## src/rtl/pipeline_pkg.sv

```systemverilog
// Shared constants and types for the register-file writeback arbiter.
// It provides the register index type and the arbiter state encoding.
package pipeline_pkg;
    localparam int XLEN       = 32;
    localparam int NREG       = 32;
    localparam int REG_ADDR_W = $clog2(NREG);

    typedef logic [REG_ADDR_W-1:0] reg_idx_t;

    typedef enum logic [1:0] {IDLE, WAIT, FORCE} arb_state_t;
endpackage

```

## src/rtl/regfile_wb_arbiter_if.sv

```systemverilog
// Bundle of the WB, LL, decode and RegFile write-port signals around the arbiter.
// master = pipeline/LL/RegFile side, slave = the arbiter itself.
interface regfile_wb_arbiter_if
    import pipeline_pkg::*;
#(
    parameter int DW = pipeline_pkg::XLEN
) ();
    logic          wb_we;
    reg_idx_t      wb_rd;
    logic [DW-1:0] wb_wdata;
    logic          ll_valid;
    reg_idx_t      ll_rd;
    logic [DW-1:0] ll_wdata;
    logic          ll_ready;
    logic          ll_issue;
    reg_idx_t      ll_issue_rd;
    reg_idx_t      id_rs1;
    reg_idx_t      id_rs2;
    reg_idx_t      id_rd;
    logic          sb_hazard;
    logic          stall_req;
    logic          rf_we;
    reg_idx_t      rf_waddr;
    logic [DW-1:0] rf_wdata;

    modport master (
        output wb_we, wb_rd, wb_wdata, ll_valid, ll_rd, ll_wdata,
               ll_issue, ll_issue_rd, id_rs1, id_rs2, id_rd,
        input  ll_ready, sb_hazard, stall_req, rf_we, rf_waddr, rf_wdata
    );

    modport slave (
        input  wb_we, wb_rd, wb_wdata, ll_valid, ll_rd, ll_wdata,
               ll_issue, ll_issue_rd, id_rs1, id_rs2, id_rd,
        output ll_ready, sb_hazard, stall_req, rf_we, rf_waddr, rf_wdata
    );
endinterface

```

## src/rtl/regfile_wb_arbiter_reg_scoreboard.sv

```systemverilog
// Pending-write scoreboard for long-latency destinations with three lookup ports.
// A set and a clear of the same register in one cycle leaves the bit set.
module reg_scoreboard
    import pipeline_pkg::*;
#(
    parameter int NREG = pipeline_pkg::NREG
) (
    input  logic     clk,
    input  logic     rst,
    input  logic     set_i,
    input  reg_idx_t set_idx_i,
    input  logic     clr_i,
    input  reg_idx_t clr_idx_i,
    input  reg_idx_t q_rs1_i,
    input  reg_idx_t q_rs2_i,
    input  reg_idx_t q_rd_i,
    output logic     hit_rs1_o,
    output logic     hit_rs2_o,
    output logic     hit_rd_o
);
    logic [NREG-1:0] sb_q;
    logic [NREG-1:0] sb_d;

    always_comb begin
        sb_d = sb_q;
        if (clr_i) begin
            sb_d[clr_idx_i] = 1'b0;
        end
        if (set_i && (set_idx_i != '0)) begin
            sb_d[set_idx_i] = 1'b1;
        end
        sb_d[0] = 1'b0;
    end

    always_ff @(posedge clk or posedge rst) begin
        if (rst) begin
            sb_q <= '0;
        end else begin
            sb_q <= sb_d;
        end
    end

    assign hit_rs1_o = (q_rs1_i != '0) && sb_q[q_rs1_i];
    assign hit_rs2_o = (q_rs2_i != '0) && sb_q[q_rs2_i];
    assign hit_rd_o  = (q_rd_i  != '0) && sb_q[q_rd_i];
endmodule

```

## src/rtl/regfile_wb_arbiter.sv

```systemverilog
// Shares the RegFile write port between pipeline WB and the long-latency unit.
// Define WB_STARVE_GUARD_EN to add the starvation counter and forced-grant freeze.
module regfile_wb_arbiter
    import pipeline_pkg::*;
#(
    parameter int XLEN     = pipeline_pkg::XLEN,
    parameter int NREG     = pipeline_pkg::NREG,
    parameter int MAX_WAIT = 4
) (
    input logic clk,
    input logic rst,
    regfile_wb_arbiter_if.slave bus
);
    if ((MAX_WAIT < 1) || (MAX_WAIT > 15)) begin : g_bad_max_wait
        $error("MAX_WAIT must be within 1..15");
    end

    logic            wb_act;
    logic            grant_ll;
    logic            xfer;
    logic            stall_q;
    logic            we_mux;
    reg_idx_t        waddr_mux;
    logic [XLEN-1:0] wdata_mux;
    logic            hit_rs1;
    logic            hit_rs2;
    logic            hit_rd;

`ifdef WB_STARVE_GUARD_EN
    assign wb_act = bus.wb_we;
`else
    // Without the guard, a WB write to x0 is a bubble the LL unit may use.
    assign wb_act = bus.wb_we & (bus.wb_rd != '0);
`endif

    always_comb begin
        grant_ll  = 1'b0;
        we_mux    = 1'b0;
        waddr_mux = bus.wb_rd;
        wdata_mux = bus.wb_wdata;
        if (!rst) begin
            grant_ll = stall_q | (!wb_act & bus.ll_valid);
            if (grant_ll) begin
                waddr_mux = bus.ll_rd;
                wdata_mux = bus.ll_wdata;
                we_mux    = bus.ll_valid & (bus.ll_rd != '0);
            end else begin
                we_mux    = bus.wb_we & (bus.wb_rd != '0);
            end
        end
    end

    assign xfer          = bus.ll_valid & grant_ll;
    assign bus.ll_ready  = grant_ll;
    assign bus.rf_we     = we_mux;
    assign bus.rf_waddr  = waddr_mux;
    assign bus.rf_wdata  = wdata_mux;
    assign bus.stall_req = stall_q;

`ifdef WB_STARVE_GUARD_EN
    arb_state_t state_q;
    logic [3:0] wait_cnt_q;

    // stall_q mirrors state_q == FORCE so the freeze comes straight from a flop.
    always_ff @(posedge clk or posedge rst) begin
        if (rst) begin
            state_q    <= IDLE;
            wait_cnt_q <= '0;
            stall_q    <= 1'b0;
        end else begin
            case (state_q)
                IDLE: begin
                    if (bus.ll_valid && !grant_ll) begin
                        wait_cnt_q <= 4'd1;
                        if (MAX_WAIT == 1) begin
                            state_q <= FORCE;
                            stall_q <= 1'b1;
                        end else begin
                            state_q <= WAIT;
                        end
                    end
                end
                WAIT: begin
                    if (xfer || !bus.ll_valid) begin
                        state_q    <= IDLE;
                        wait_cnt_q <= '0;
                    end else begin
                        wait_cnt_q <= wait_cnt_q + 4'd1;
                        if ((wait_cnt_q + 4'd1) >= 4'(MAX_WAIT)) begin
                            state_q <= FORCE;
                            stall_q <= 1'b1;
                        end
                    end
                end
                default: begin
                    state_q    <= IDLE;
                    wait_cnt_q <= '0;
                    stall_q    <= 1'b0;
                end
            endcase
        end
    end
`else
    assign stall_q = 1'b0;
`endif

    reg_scoreboard #(
        .NREG(NREG)
    ) u_sb (
        .clk       (clk),
        .rst       (rst),
        .set_i     (bus.ll_issue),
        .set_idx_i (bus.ll_issue_rd),
        .clr_i     (xfer),
        .clr_idx_i (bus.ll_rd),
        .q_rs1_i   (bus.id_rs1),
        .q_rs2_i   (bus.id_rs2),
        .q_rd_i    (bus.id_rd),
        .hit_rs1_o (hit_rs1),
        .hit_rs2_o (hit_rs2),
        .hit_rd_o  (hit_rd)
    );

    assign bus.sb_hazard = hit_rs1 | hit_rs2 | hit_rd;
endmodule

```

## src/flat_wrapper.sv

```systemverilog
// flat-port wrapper written by rule: the top's interface ports become plain ports
module regfile_wb_arbiter_flat import pipeline_pkg::*;
#(
    parameter int XLEN     = pipeline_pkg::XLEN,
    parameter int NREG     = pipeline_pkg::NREG,
    parameter int MAX_WAIT = 4
)
  (clk, rst, bus_wb_we, bus_wb_rd, bus_wb_wdata, bus_ll_valid, bus_ll_rd, bus_ll_wdata, bus_ll_issue, bus_ll_issue_rd, bus_id_rs1, bus_id_rs2, bus_id_rd, bus_ll_ready, bus_sb_hazard, bus_stall_req, bus_rf_we, bus_rf_waddr, bus_rf_wdata);
  regfile_wb_arbiter_if bus_i ();
  input logic clk;
  input logic rst;
  input wire logic [$bits(bus_i.wb_we)-1:0] bus_wb_we;
  input wire logic [$bits(bus_i.wb_rd)-1:0] bus_wb_rd;
  input wire logic [$bits(bus_i.wb_wdata)-1:0] bus_wb_wdata;
  input wire logic [$bits(bus_i.ll_valid)-1:0] bus_ll_valid;
  input wire logic [$bits(bus_i.ll_rd)-1:0] bus_ll_rd;
  input wire logic [$bits(bus_i.ll_wdata)-1:0] bus_ll_wdata;
  input wire logic [$bits(bus_i.ll_issue)-1:0] bus_ll_issue;
  input wire logic [$bits(bus_i.ll_issue_rd)-1:0] bus_ll_issue_rd;
  input wire logic [$bits(bus_i.id_rs1)-1:0] bus_id_rs1;
  input wire logic [$bits(bus_i.id_rs2)-1:0] bus_id_rs2;
  input wire logic [$bits(bus_i.id_rd)-1:0] bus_id_rd;
  output wire logic [$bits(bus_i.ll_ready)-1:0] bus_ll_ready;
  output wire logic [$bits(bus_i.sb_hazard)-1:0] bus_sb_hazard;
  output wire logic [$bits(bus_i.stall_req)-1:0] bus_stall_req;
  output wire logic [$bits(bus_i.rf_we)-1:0] bus_rf_we;
  output wire logic [$bits(bus_i.rf_waddr)-1:0] bus_rf_waddr;
  output wire logic [$bits(bus_i.rf_wdata)-1:0] bus_rf_wdata;
  assign bus_i.wb_we = bus_wb_we;
  assign bus_i.wb_rd = bus_wb_rd;
  assign bus_i.wb_wdata = bus_wb_wdata;
  assign bus_i.ll_valid = bus_ll_valid;
  assign bus_i.ll_rd = bus_ll_rd;
  assign bus_i.ll_wdata = bus_ll_wdata;
  assign bus_i.ll_issue = bus_ll_issue;
  assign bus_i.ll_issue_rd = bus_ll_issue_rd;
  assign bus_i.id_rs1 = bus_id_rs1;
  assign bus_i.id_rs2 = bus_id_rs2;
  assign bus_i.id_rd = bus_id_rd;
  assign bus_ll_ready = bus_i.ll_ready;
  assign bus_sb_hazard = bus_i.sb_hazard;
  assign bus_stall_req = bus_i.stall_req;
  assign bus_rf_we = bus_i.rf_we;
  assign bus_rf_waddr = bus_i.rf_waddr;
  assign bus_rf_wdata = bus_i.rf_wdata;
  regfile_wb_arbiter #(.XLEN(XLEN), .NREG(NREG), .MAX_WAIT(MAX_WAIT)) u_core (.clk(clk), .rst(rst), .bus(bus_i));
endmodule
```

## config.mk

```make
export PLATFORM = sky130hd
export DESIGN_NAME = regfile_wb_arbiter_flat
export DESIGN_NICKNAME = d
export VERILOG_FILES = /design/src/rtl/pipeline_pkg.sv /design/src/rtl/regfile_wb_arbiter_if.sv /design/src/rtl/regfile_wb_arbiter_reg_scoreboard.sv /design/src/rtl/regfile_wb_arbiter.sv /design/src/flat_wrapper.sv
export SDC_FILE = /design/constraint.sdc
export NUM_CORES = 1
export LEC_CHECK = 0
export ABC_AREA = 1
export BUFFER_PORTS_ARGS = -buffer_cell sky130_fd_sc_hd__buf_4
export CORE_ASPECT_RATIO = 0.6
export CORE_UTILIZATION = 50
export CTS_CLUSTER_SIZE = 16
export DETAILED_ROUTE_END_ITERATION = 10
export PLACE_DENSITY = 0.81
export REMOVE_ABC_BUFFERS = 1
export SLEW_MARGIN = 10
export SYNTH_ARGS = -nofsm -noshare
export SYNTH_HDL_FRONTEND = slang
export SYNTH_SLANG_ARGS = --single-unit
```

## constraint.sdc

```tcl
create_clock -name clk -period 4.9 [get_ports clk]
set_clock_uncertainty 0.1 [all_clocks]
set_input_delay 0.49 -clock clk [delete_from_list [all_inputs] [get_ports clk]]
set_output_delay 0.49 -clock clk [all_outputs]
set_load 0.01 [all_outputs]
```

Word-level counts from Yosys, hierarchy flattened
Cells that the tools add are included.
{"block": "op_classes", "n_lt_le_gt_ge": 7, "mux": 19, "bitwise": 9, "n_reduce_logical": 13}
{"op": "32-bit 2-to-1 mux", "n": 4}
{"op": "32-bit bitwise AND", "n": 1}
{"op": "32-bit NOT", "n": 1}
{"op": "32-bit bitwise OR", "n": 1}
{"op": "5-bit by 6-bit < comparator with 1-bit output, second input constant", "n": 5}
{"op": "5-bit nonzero test", "n": 6}
{"op": "1-bit binary-select mux with 5-bit select", "n": 3}
{"op": "1-bit demux with 5-bit select", "n": 2}
{"op": "5-bit by 1-bit >= comparator with 1-bit output, second input constant", "n": 2}
{"op": "5-bit 2-to-1 mux", "n": 2}
{"op": "1-bit 2-to-1 mux", "n": 8}
{"op": "1-bit logical AND", "n": 6}
{"op": "1-bit bitwise AND", "n": 4}
{"op": "1-bit bitwise OR", "n": 2}
{"op": "1-bit logical NOT", "n": 1}
{"block": "word_totals", "regBits": 31}

Longest topological paths before layout
Gate-level depths: netlist (run 1).
{"block": "logic_depth", "word_depth": 9, "mapped_depth": 14}

Modules after synthesis
A second synthesis (run 1) with hierarchy kept.
{"block": "unflattened", "cells_unflattened": 537, "area_unflattened_um2": 3205.6}
{"module": "reg_scoreboard", "instances": 1, "cells_per_inst": 397, "area_per_inst_um2": 2381.0, "seq_area_each_um2": 775.7}
{"module": "regfile_wb_arbiter", "instances": 1, "cells_per_inst": 140, "area_per_inst_um2": 824.5, "seq_area_each_um2": 0.0}

Worst setup path before layout (run 1)
Ideal clock, no wire load.
{"block": "synth_timing", "path_kind": "input -> output", "startpoint": "input port rst", "endpoint": "output port bus_rf_wdata[14]", "arrival_ns": 1.988, "path_slack_ns": 2.322, "path_stages": 7, "path_cell_list": "inv_1 -> nand3_2 -> clkinv_2 -> buf_6 -> buf_6 -> nand2_1 -> nand2_1"}
{"block": "synth_via", "elab_chain_cells": 1}
{"element": "from (decl)", "line": "flat_wrapper.sv:11", "text": "input logic rst;"}
{"element": "32-bit 2-to-1 mux", "line": "regfile_wb_arbiter.sv:41", "text": "if (!rst) begin"}
{"element": "to (decl)", "line": "flat_wrapper.sv:28", "text": "output wire logic [$bits(bus_i.rf_wdata)-1:0] bus_rf_wdata;"}
No other way between the ends.

Worst setup path in the final report (run 1)
{"block": "layout_timing", "startpoint": "input port bus_wb_rd[0]", "endpoint": "output port bus_rf_waddr[1]"}
{"block": "layout_via", "elab_chain_cells": 6}
{"element": "from (decl)", "line": "flat_wrapper.sv:13", "text": "input wire logic [$bits(bus_i.wb_rd)-1:0] bus_wb_rd;"}
{"element": "5-bit nonzero test", "line": "regfile_wb_arbiter.sv:33", "text": "assign wb_act = bus.wb_we & (bus.wb_rd != '0);"}
{"element": "1-bit bitwise AND", "line": "regfile_wb_arbiter.sv:33"}
{"element": "1-bit logical NOT", "line": "regfile_wb_arbiter.sv:42", "text": "grant_ll = stall_q | (!wb_act & bus.ll_valid);"}
{"element": "1-bit bitwise AND", "line": "regfile_wb_arbiter.sv:42"}
{"element": "5-bit 2-to-1 mux", "line": "regfile_wb_arbiter.sv:43", "text": "if (grant_ll) begin"}
{"element": "5-bit 2-to-1 mux", "line": "regfile_wb_arbiter.sv:41"}
{"element": "to (decl)", "line": "flat_wrapper.sv:27", "text": "output wire logic [$bits(bus_i.rf_waddr)-1:0] bus_rf_waddr;"}
No other way between the ends.

==> flow_summary.toml, run 1 <==
[outcome]
status = "finished, final reports clean"

[timing]
tightest_slew_ns = 0.788
slew_headroom_pct = 47.4
period_needed_ns = 3.26
rsz0062_at_grt = "false"
max_freq_ghz = 0.307
setup_tns_ns = 0
finalSetupViolations = 0
slew_violations = 0
fin_ws_ns = 1.64
finalHoldViolCount = 0
min_period_over_period_pct = 66.5
timing.hold.ws_ns = 0.235

[cells_and_area]
multi_input_area_mm2 = 0.00182
areaGrowthSynthToFinish_pct = 36.4
nNetsFinal = 765
diodes = 0
largest_registers = "u_core.u_sb.sb_q (31)"
finalNonFillerCells = 747
drive_gt1_share_pct = 23.2
regArea_um2 = 776
nFillCells = 502
largest_reg_flops = 31
largest_register = "u_core.u_sb.sb_q"

[routing]
dr.pass1.iters = 5
finalWirelength_um = 11900
first_iter_violations = 386
avgRoutedWirePerCell_um = 15.9
antenna_left = 0
drc = 0
num_vias = 4072
viasPerCell = 5.45

[grt]
grt.overflow.total = 0
grt_pass1_wl_um = 19300
grt_max_degree = 44
grt_pass1_vias = 3872
grt_usage_pct = 39.1
antenna_found_initial = 0

[worst_setup_path]
startpoint = "bus_wb_rd[0]"
worst-endpoint-required_ns = 4.31
critPathCaptureType = "output port"
worst-setup-path-type = "in2out"
path_max_fanout = 43
cp-start-kind = "input port"
rr_startpoint = "u_core.u_sb.sb_q[1]$_DFF_PP0_"
arrival_ns = 2.67

[clock_tree]
clock_sinks = 31
cts_root_buf = "clkbuf_8"
post_cts_resized = 0
numCtsBuffers = 5
cts.path.max_buffers = 2
cts.htree.levels = 2
clk_pin_slew_worst_paths_ns = 0.07
cts_setup_buffers = 0
cts_tree = "built"
postCtsHoldBufs = 0
clock_latency_ns = 0.29

[floorplan]
initial_utilization_pct = 52.8
die_x_um = 102
dieArea_mm2 = 0.00635
dieHeight_um = 62.1
fp-row-count = 21
core_area_mm2 = 0.00570
num_io_pins = 140

[yosys]
avgSynthCellArea_um2 = 5.59
synth_seq_cells = 31
synth_area_mm2 = 0.00301
ys_warn_count = 0
syn_inst = 539
synth.yosys.seq_area_share_pct = 25.7
ys_types = 22

[pwr]
ir_drop_v = 0.000227
power_density_mw_per_mm2 = 258
leakagePower_nw = 2.31

[place]
place_inst = 739
numPortBuffers = 138
place_hpwl_um = 9520
pre_cts_ws_ns = 1.67
gp_congestion = 0.997

[min_path]
worstHoldPathType = "in2async"

[run]
drv_cap = 0
## stage by stage
| stage | utilization [%] | instance area (um2) | power [mW] |
|---|---|---|---|
| floorplan | - | 2850 | 0.584 |
| global placement | 70.0 | 3990 | 0.766 |
| detailed placement | 70.0 | 3990 | 0.781 |
| CTS | 72.1 | 4110 | 1.05 |
| global route | 72.1 | 4110 | 1.13 |
| finish | 72.1 | 4110 | 1.06 |
## worst max-delay path, stage by stage
cell and delay (ns):
buf_4 0.11, nor2_1 0.13, nand3b_1 0.10, nand2_1 0.10
nand3_2 0.61, clkinv_2 0.71, nand2_1 0.09, o21ai_0 0.09
inv_1 0.07, buf_4 0.15
## power breakdown
part	switching (mW)	total [mW]	internal (mW)
clock network	0.104	0.269	0.164
registers	0.0475	0.365	0.318
logic	0.253	0.428	0.175
total	0.404	1.06	0.657
## cell families after synthesis
kind of cell	count (synthesis)	share of synthesized area, %
buffers and inverters	86	13.9
AOI/OAI and AO/OA	71	12.4
and+or+nand+nor	350	47.8
DFF	31	25.7
other	1	0.124
## layer usage
layer	GRT usage (%)	up-vias	part of all wire, %
li1	-	1959	-
met1	56.4	1831	44
met2	57.6	252	42
met3	10.8	30	11
met4	8.39	0	2.5
met5	0	-	0
## cells in the final DEF, fill, tap and decap left out
master,n
buf_4,139
o21ai_0,61
a21boi_0,1
o211ai_1,3
inv_4,1
nand3b_1,1
nand3_1,70
bufinv_16,1
dfrtp_1,31
clkbuf_8,6
o31ai_1,2
nand2_1,252
a31oi_1,2
conb_1,1
nor3_1,9
nor2_1,14
a21oi_1,2
inv_1,63
nand3_2,4
clkinv_2,2
inv_2,2
## cell type report
cell class	instances	area share [%]
flip-flops and latches	31	18.9
repair buffers	139	25.4
multi-input cells	422	44.2
well taps	80	2.44
inverters	67	6.21
clock buffers	6	2.01
clock inverters	2	0.852
## path summary, 6_finish.rpt
path / slack (ns) / cells after the start / end
worst min register to register: 0.42 / 2 / u_core.u_sb.sb_q[16]$_DFF_PP0_
min in group clk: 0.31 / 2 / u_core.u_sb.sb_q[28]$_DFF_PP0_
worst max-delay path: 1.64 / 10 / bus_rf_waddr[1]
worst max register to register: 4.02 / 2 / u_core.u_sb.sb_q[1]$_DFF_PP0_
max in group asynchronous: 4.17 / 3 / u_core.u_sb.sb_q[13]$_DFF_PP0_
worst min-delay path: 0.24 / 3 / u_core.u_sb.sb_q[24]$_DFF_PP0_
## Yosys cell counts (all sizes together)
master    n  area share, %
nand2   252             31
nand3    74             13
inv      66            8.3
o21ai    61             10
dfrtp    31             26
buf      15            4.9
nor2     14            1.7
nor3      9            1.5
clkbuf    4           0.50
o211ai    3           0.75
a21oi     2           0.33
a31oi     2           0.42
o31ai     2           0.50
a21boi    1           0.25
clkinv    1           0.17
conb      1           0.12
nand3b    1           0.25
No activity file was read; power rests on OpenSTA's default activity.
==> inputs of run 2 (changes only) <==
--- a/config.mk
+++ b/config.mk
@@ -5,13 +5,13 @@
 export SDC_FILE = /design/constraint.sdc
 export NUM_CORES = 1
 export LEC_CHECK = 0
-export ABC_AREA = 1
+export ABC_AREA = 0
 export BUFFER_PORTS_ARGS = -buffer_cell sky130_fd_sc_hd__buf_4
 export CORE_ASPECT_RATIO = 0.6
-export CORE_UTILIZATION = 50
+export CORE_UTILIZATION = 47
 export CTS_CLUSTER_SIZE = 16
 export DETAILED_ROUTE_END_ITERATION = 10
-export PLACE_DENSITY = 0.81
+export PLACE_DENSITY = 0.78
 export REMOVE_ABC_BUFFERS = 1
 export SLEW_MARGIN = 10
 export SYNTH_ARGS = -nofsm -noshare
==> constraint.sdc (replaced) <==
create_clock -name clk -period 3.31 [get_ports clk]
set_clock_uncertainty 0.1 [all_clocks]
set_input_delay 0.331 -clock clk [delete_from_list [all_inputs] [get_ports clk]]
set_output_delay 0.331 -clock clk [all_outputs]
set_load 0.01 [all_outputs]
==> run 2 against run 1 <==
  * Synthesized area decreased by 5.6%
  * Cell area decreased by 3.5%
  * First-iteration DRC count decreased by 35%
  * Count of clock-buffer cells in the layout unchanged
  * Worst hold slack got worse by 0.11 ns
  * Worst setup slack got worse by 0.89 ns
  * Combinational power increased by 37%
  * Register-to-register slack got worse by 1.6 ns
  * Synthesized cell count decreased by 36%
  * Core utilization decreased by 2.5 points
  * Cell count decreased by 27%
  * Via count decreased by 21%
  * Largest cell class unchanged
==> flow_summary.toml, run 2 <==
[outcome]
status = "finished, final reports clean"

[timing]
max_freq_ghz = 0.390
rsz0062_at_grt = "false"
slew_headroom_pct = 55.5
period_needed_ns = 2.56
finalSetupViolations = 0
finalHoldViolCount = 0
slew_violations = 0
timing.hold.ws_ns = 0.126
setup_tns_ns = 0
min_period_over_period_pct = 77.4
tightest_slew_ns = 0.666

[worst_setup_path]
critPathMaxStageDelay_ns = 0.54
worst-setup-path-type = "in2out"
cp_slowest_cell = "or4_4"
arrival_ns = 2.13
critPathCaptureType = "output port"
cp-start-kind = "input port"
crit_chain = "buf_4, or4_4, o21ai_2, nand3_4, inv_2, nand2_1, nand2_1, buf_4"
path_max_fanout = 41
worst-endpoint-required_ns = 2.88

[floorplan]
initial_utilization_pct = 49.9
fp-row-count = 21
num_io_pins = 140
core_area_mm2 = 0.00570
dieHeight_um = 62.2
dieArea_mm2 = 0.00637
die_x_um = 102

[grt]
grt_use_met3_pct = 7.43
grt_util_met2_pct = 46.4
busiest_layer = "met1"
use_met1_pct = 47.7
grt_max_degree = 44
grt_usage_pct = 31.8
antenna_found_initial = 0
grt_pass1_vias = 3115
grt_pass1_wl_um = 15600
grt.overflow.total = 0

[pwr]
power.internal_mw = 0.983
switching_share_pct = 34.2
seq_power_share_pct = 40.4
power_frac_comb_pct = 39.2
totalPowerFinal_mw = 1.49
p_sw_mw = 0.511
ir_drop_v = 0.000212
p_clk_share_pct = 20.3
power_density_mw_per_mm2 = 377
leakagePower_nw = 1.89

[place]
place_hpwl_um = 7530
place_inst = 542
numPortBuffers = 138
gp_congestion = 0.912

[yosys]
synth_mux_area_share_pct = 17.9
synth_most_common_cell = "nand2_1"
synth_top_area_share_pct = 27.3
synth_commonest_cells = "133 x nand2_1, 31 x dfrtp_1, 16 x mux4_2, 15 x a22o_1, 14 x clkbuf_1"
ys_async_sr_fraction_pct = 100
synth.yosys.seq_area_share_pct = 27.3
synth_seq_cells = 31
synth_compound_area_share_pct = 16.5
synth_area_mm2 = 0.00284
synthTopCellsByArea = "dfrtp_1 27%, nand2_1 18%, mux4_2 13%, a22o_1 4.6%, o2bb2ai_1 3.7%"
synth_top_family_by_area = "simple AND/OR/NAND/NOR gates"
synthAdderAreaFrac_pct = 0
synthSimpleGateAreaFrac_pct = 32.9
synth_area_leader_cell = "dfrtp_1"
synth_edf_count = 0
ys_warn_count = 0
avgSynthCellArea_um2 = 8.24
synthXorXnorAreaFrac_pct = 0
ys_types = 47
syn_inst = 345
synth_top_flop_cell = "dfrtp_1"

[cells_and_area]
largest_reg_flops = 31
drive_gt1_share_pct = 38.8
largest_registers = "u_core.u_sb.sb_q (31)"
areaGrowthSynthToFinish_pct = 39.5
layout_common_cells = "141 x buf_4, 133 x nand2_1, 31 x dfrtp_1"
diodes = 0
final_common_cell = "buf_4"
largest_register = "u_core.u_sb.sb_q"
finalNonFillerCells = 549
regArea_um2 = 776
final_core_util_pct = 69.6
nNetsFinal = 568
nFillCells = 477
multi_input_area_mm2 = 0.00192

[clock_tree]
cts_tree = "built"
numCtsBuffers = 5
clock_sinks = 31
clk_pin_slew_worst_paths_ns = 0.06
cts_root_buf = "clkbuf_8"
cts.path.max_buffers = 2
postCtsHoldBufs = 0
cts.htree.levels = 2
cts_setup_buffers = 0
post_cts_resized = 0
clock_latency_ns = 0.28

[routing]
first_iter_violations = 250
drc = 0
num_vias = 3198
viasPerCell = 5.83
dr.pass1.iters = 6
avgRoutedWirePerCell_um = 17.5
finalWirelength_um = 9630
antenna_left = 0

[min_path]
worstHoldPathType = "in2async"

[run]
drv_cap = 0
==> run 2: cell families (layout without fill, tap and decap cells) <==
group / Yosys count / in the layout
AO/OA/AOI/OAI: 56 / 56
buffers and inverters: 31 / 155
multiplexers: 30 / 30
other: 1 / 1
AND/OR/NAND/NOR: 196 / 196
flip-flops: 31 / 31
==> run 2: worst max-delay path, delay by kind of cell <==
family / cells / cell delay (ns)
AO/OA/AOI/OAI: 1 / 0.21
buffers and inverters: 3 / 0.70
AND/OR/NAND/NOR: 4 / 0.88
==> run 2: final cells by class <==
| type | count | area share (%) |
|---|---|---|
| clock buffer | 6 | 2.08 |
| clock inverter | 1 | 0.126 |
| inverter | 7 | 0.662 |
| multi-input combinational | 283 | 48.4 |
| sequential | 31 | 19.6 |
| tap | 80 | 2.52 |
| timing repair buffer | 141 | 26.7 |
==> run 2: metrics by stage <==
stage / worst slack [ns] / area, um2
2_1_floorplan: 0.496 / 2720
3_3_place_gp: 0.762 / 3880
3_5_place_dp: 0.728 / 3880
4_1_cts: 0.757 / 3970
5_1_grt: 0.636 / 3970
6_report: 0.748 / 3970
==> run 2: path summary, 6_finish.rpt <==
check                                                       to  cells past startpoint                            from  slack [ns]
worst max-delay path                           bus_rf_wdata[9]                      8                    bus_wb_rd[1]        0.75
worst min-delay path            u_core.u_sb.sb_q[28]$_DFF_PP0_                      3                             rst        0.13
worst max register to register   u_core.u_sb.sb_q[3]$_DFF_PP0_                      1   u_core.u_sb.sb_q[3]$_DFF_PP0_        2.39
worst min register to register  u_core.u_sb.sb_q[22]$_DFF_PP0_                      1  u_core.u_sb.sb_q[22]$_DFF_PP0_        0.44
max in group asynchronous       u_core.u_sb.sb_q[25]$_DFF_PP0_                      3                             rst        2.69
min in group clk                u_core.u_sb.sb_q[27]$_DFF_PP0_                      3                    bus_ll_rd[1]        0.34
==> run 2: power by group through the flow <==
stage          clock network (mW)  registers [mW]  logic [mW]
3_3_place_gp                    0           0.593       0.571
6_report                    0.304           0.604       0.586
2_1_floorplan                   0           0.538       0.345
5_1_grt                     0.315           0.615       0.631
4_1_cts                     0.300           0.594       0.582
3_5_place_dp                    0           0.599       0.579
==> run 2: layer usage <==
metal,vias to the layer above,part of all wire (%)
met3,22,11
met2,196,43
li1,1501,-
met5,-,0
met4,0,0.92
met1,1479,45
==> inputs of run 3 (changes only) <==
--- a/config.mk
+++ b/config.mk
@@ -5,10 +5,10 @@
 export SDC_FILE = /design/constraint.sdc
 export NUM_CORES = 1
 export LEC_CHECK = 0
-export ABC_AREA = 0
+export ABC_AREA = 1
 export BUFFER_PORTS_ARGS = -buffer_cell sky130_fd_sc_hd__buf_4
 export CORE_ASPECT_RATIO = 0.6
-export CORE_UTILIZATION = 47
+export CORE_UTILIZATION = 48
 export CTS_CLUSTER_SIZE = 16
 export DETAILED_ROUTE_END_ITERATION = 10
 export PLACE_DENSITY = 0.78
==> constraint.sdc (replaced) <==
create_clock -name clk -period 2.6 [get_ports clk]
set_clock_uncertainty 0.1 [all_clocks]
set_input_delay 0.26 -clock clk [delete_from_list [all_inputs] [get_ports clk]]
set_output_delay 0.26 -clock clk [all_outputs]
set_load 0.01 [all_outputs]
==> run 3 against run 2 <==
  * Flip-flop and latch count is the same
  * Non-clock buffer count shrank 1
  * Critical path type is now reg2out
  * Sequential share of layout area shrank 0.72 points
  * Via count grew 28%
  * Clock power grew 67%
  * Global-route usage grew 6.5 points
  * Highest routed layer unchanged
  * Wire length grew 26%
  * Critical path depth grew 3
==> flow_summary.toml, run 3 (synthesis results as in run 1) <==
[outcome]
status = "finished, final reports clean"

[timing]
rsz0062_at_grt = "false"
slew_violations = 0
fin_ws_ns = 0.575
finalHoldViolCount = 0
timing.hold.ws_ns = 0.0108
min_period_over_period_pct = 77.9
finalSetupViolations = 0
max_freq_ghz = 0.494
tightest_slew_ns = 0.581
period_needed_ns = 2.03
setup_tns_ns = 0
slew_headroom_pct = 61.1

[grt]
grt_pass1_vias = 3839
grt.overflow.total = 0
grt_pass1_wl_um = 19600
antenna_found_initial = 0
grt_max_degree = 43
grt_usage_pct = 38.3

[cells_and_area]
largest_register = "u_core.u_sb.sb_q"
nNetsFinal = 766
diodes = 0
areaGrowthSynthToFinish_pct = 36.7
final_core_util_pct = 70.9
final_common_cell = "nand2_1"
finalNonFillerCells = 748
largest_reg_flops = 31
largest_registers = "u_core.u_sb.sb_q (31)"
drive_gt1_share_pct = 23.4
finalInstanceArea_mm2 = 0.00412
layout_common_cells = "252 x nand2_1, 140 x buf_4, 70 x nand3_1"

[worst_setup_path]
cp_slowest_cell = "dfrtp_1"
critPathTopFamily = "simple AND/OR/NAND/NOR gates"
worst-endpoint-required_ns = 2.24
critPathCaptureType = "output port"
arrival_ns = 1.67
critPathMaxStageDelay_ns = 0.39
cp_common_cell = "nand2_1"
path_max_fanout = 3
critPathBufInv = 2
cp-start-kind = "flip-flop"
worst-setup-path-type = "reg2out"
crit_chain = "inv_1, nand2_1, nand3_1, nand2_1, nor2_1, nand2_1, nand3_1, nand2_1, nor2_1, nand2_1, buf_4"

[clock_tree]
clock_sinks = 31
cts_tree = "built"
clock_latency_ns = 0.29
cts.htree.levels = 2
clk_pin_slew_worst_paths_ns = 0.07
post_cts_resized = 0
cts_setup_buffers = 0
cts.path.max_buffers = 2
numCtsBuffers = 5
cts_root_buf = "clkbuf_8"
postCtsHoldBufs = 0

[place]
place_hpwl_um = 9780
numPortBuffers = 138
placed_cell_area_mm2 = 0.00400
gp_congestion = 1.00
pre_cts_ws_ns = 0.533
place_inst = 740

[routing]
viasPerCell = 5.47
drc = 0
dr.pass1.iters = 6
finalWirelength_um = 12100
avgRoutedWirePerCell_um = 16.2
antenna_left = 0
first_iter_violations = 498
num_vias = 4088

[floorplan]
fp-row-count = 21
dieArea_mm2 = 0.00661
core_area_mm2 = 0.00581
die_x_um = 104
initial_utilization_pct = 51.9
num_io_pins = 140
dieHeight_um = 63.4

[pwr]
ir_drop_v = 0.000380
totalPowerFinal_mw = 2.01
leakagePower_nw = 2.32
power_density_mw_per_mm2 = 487

[run]
drv_cap = 0

[min_path]
worstHoldPathType = "in2async"
## run 3: changes by cell type in the layout (fill, tap and decap cells not counted), sizes merged, moves of 6 or more
cell     before  now
o21ai         7   61
mux4         16    0
inv           7   66
a22o         15    0
mux2          7    0
o2bb2ai      12    0
nor2          6   14
mux2i         7    0
nand4         8    0
nand2       133  252
nor3b        10    0
nor2b         6    0
nand3        11   74
nor3          2    9
## run 3: cell type report
type | count | area [um2]
inverter | 67 | 255
timing repair buffer | 140 | 1050
clock buffer | 6 | 82.6
sequential | 31 | 776
clock inverter | 2 | 35.0
fill | 493 | 1690
tap | 80 | 100
multi-input combinational | 422 | 1820
## run 3: path summary, 6_finish.rpt
path / start / endpoint / slack, ns / depth (start not counted)
worst max-delay path: u_core.u_sb.sb_q[3]$_DFF_PP0_ / bus_sb_hazard / 0.57 / 11
worst min-delay path: rst / u_core.u_sb.sb_q[24]$_DFF_PP0_ / 0.01 / 3
worst max register to register: u_core.u_sb.sb_q[1]$_DFF_PP0_ / u_core.u_sb.sb_q[1]$_DFF_PP0_ / 1.69 / 2
worst min register to register: u_core.u_sb.sb_q[25]$_DFF_PP0_ / u_core.u_sb.sb_q[25]$_DFF_PP0_ / 0.42 / 2
max in group asynchronous: rst / u_core.u_sb.sb_q[10]$_DFF_PP0_ / 2.09 / 3
min in group clk: bus_ll_issue_rd[0] / u_core.u_sb.sb_q[28]$_DFF_PP0_ / 0.09 / 2
## run 3: worst reg2reg max path, delay by kind of cell, from the launching register on
kind	cells	cell delay, ns
flip-flops	1	0.45
AO/OA/AOI/OAI	2	0.23
## run 3: power breakdown
| part | switching [mW] | internal [mW] |
|---|---|---|
| sequential | 0.0868 | 0.599 |
| clock | 0.196 | 0.310 |
| combinational | 0.483 | 0.331 |
| total | 0.767 | 1.24 |
## run 3: metal layers
layer | up-vias | GRT usage (%) | routed length, um
li1 | 1951 | - | -
met1 | 1864 | 55.2 | 5440
met2 | 256 | 57.3 | 5110
met3 | 17 | 10.8 | 1440
met4 | 0 | 6.43 | 131
met5 | - | 0 | 0
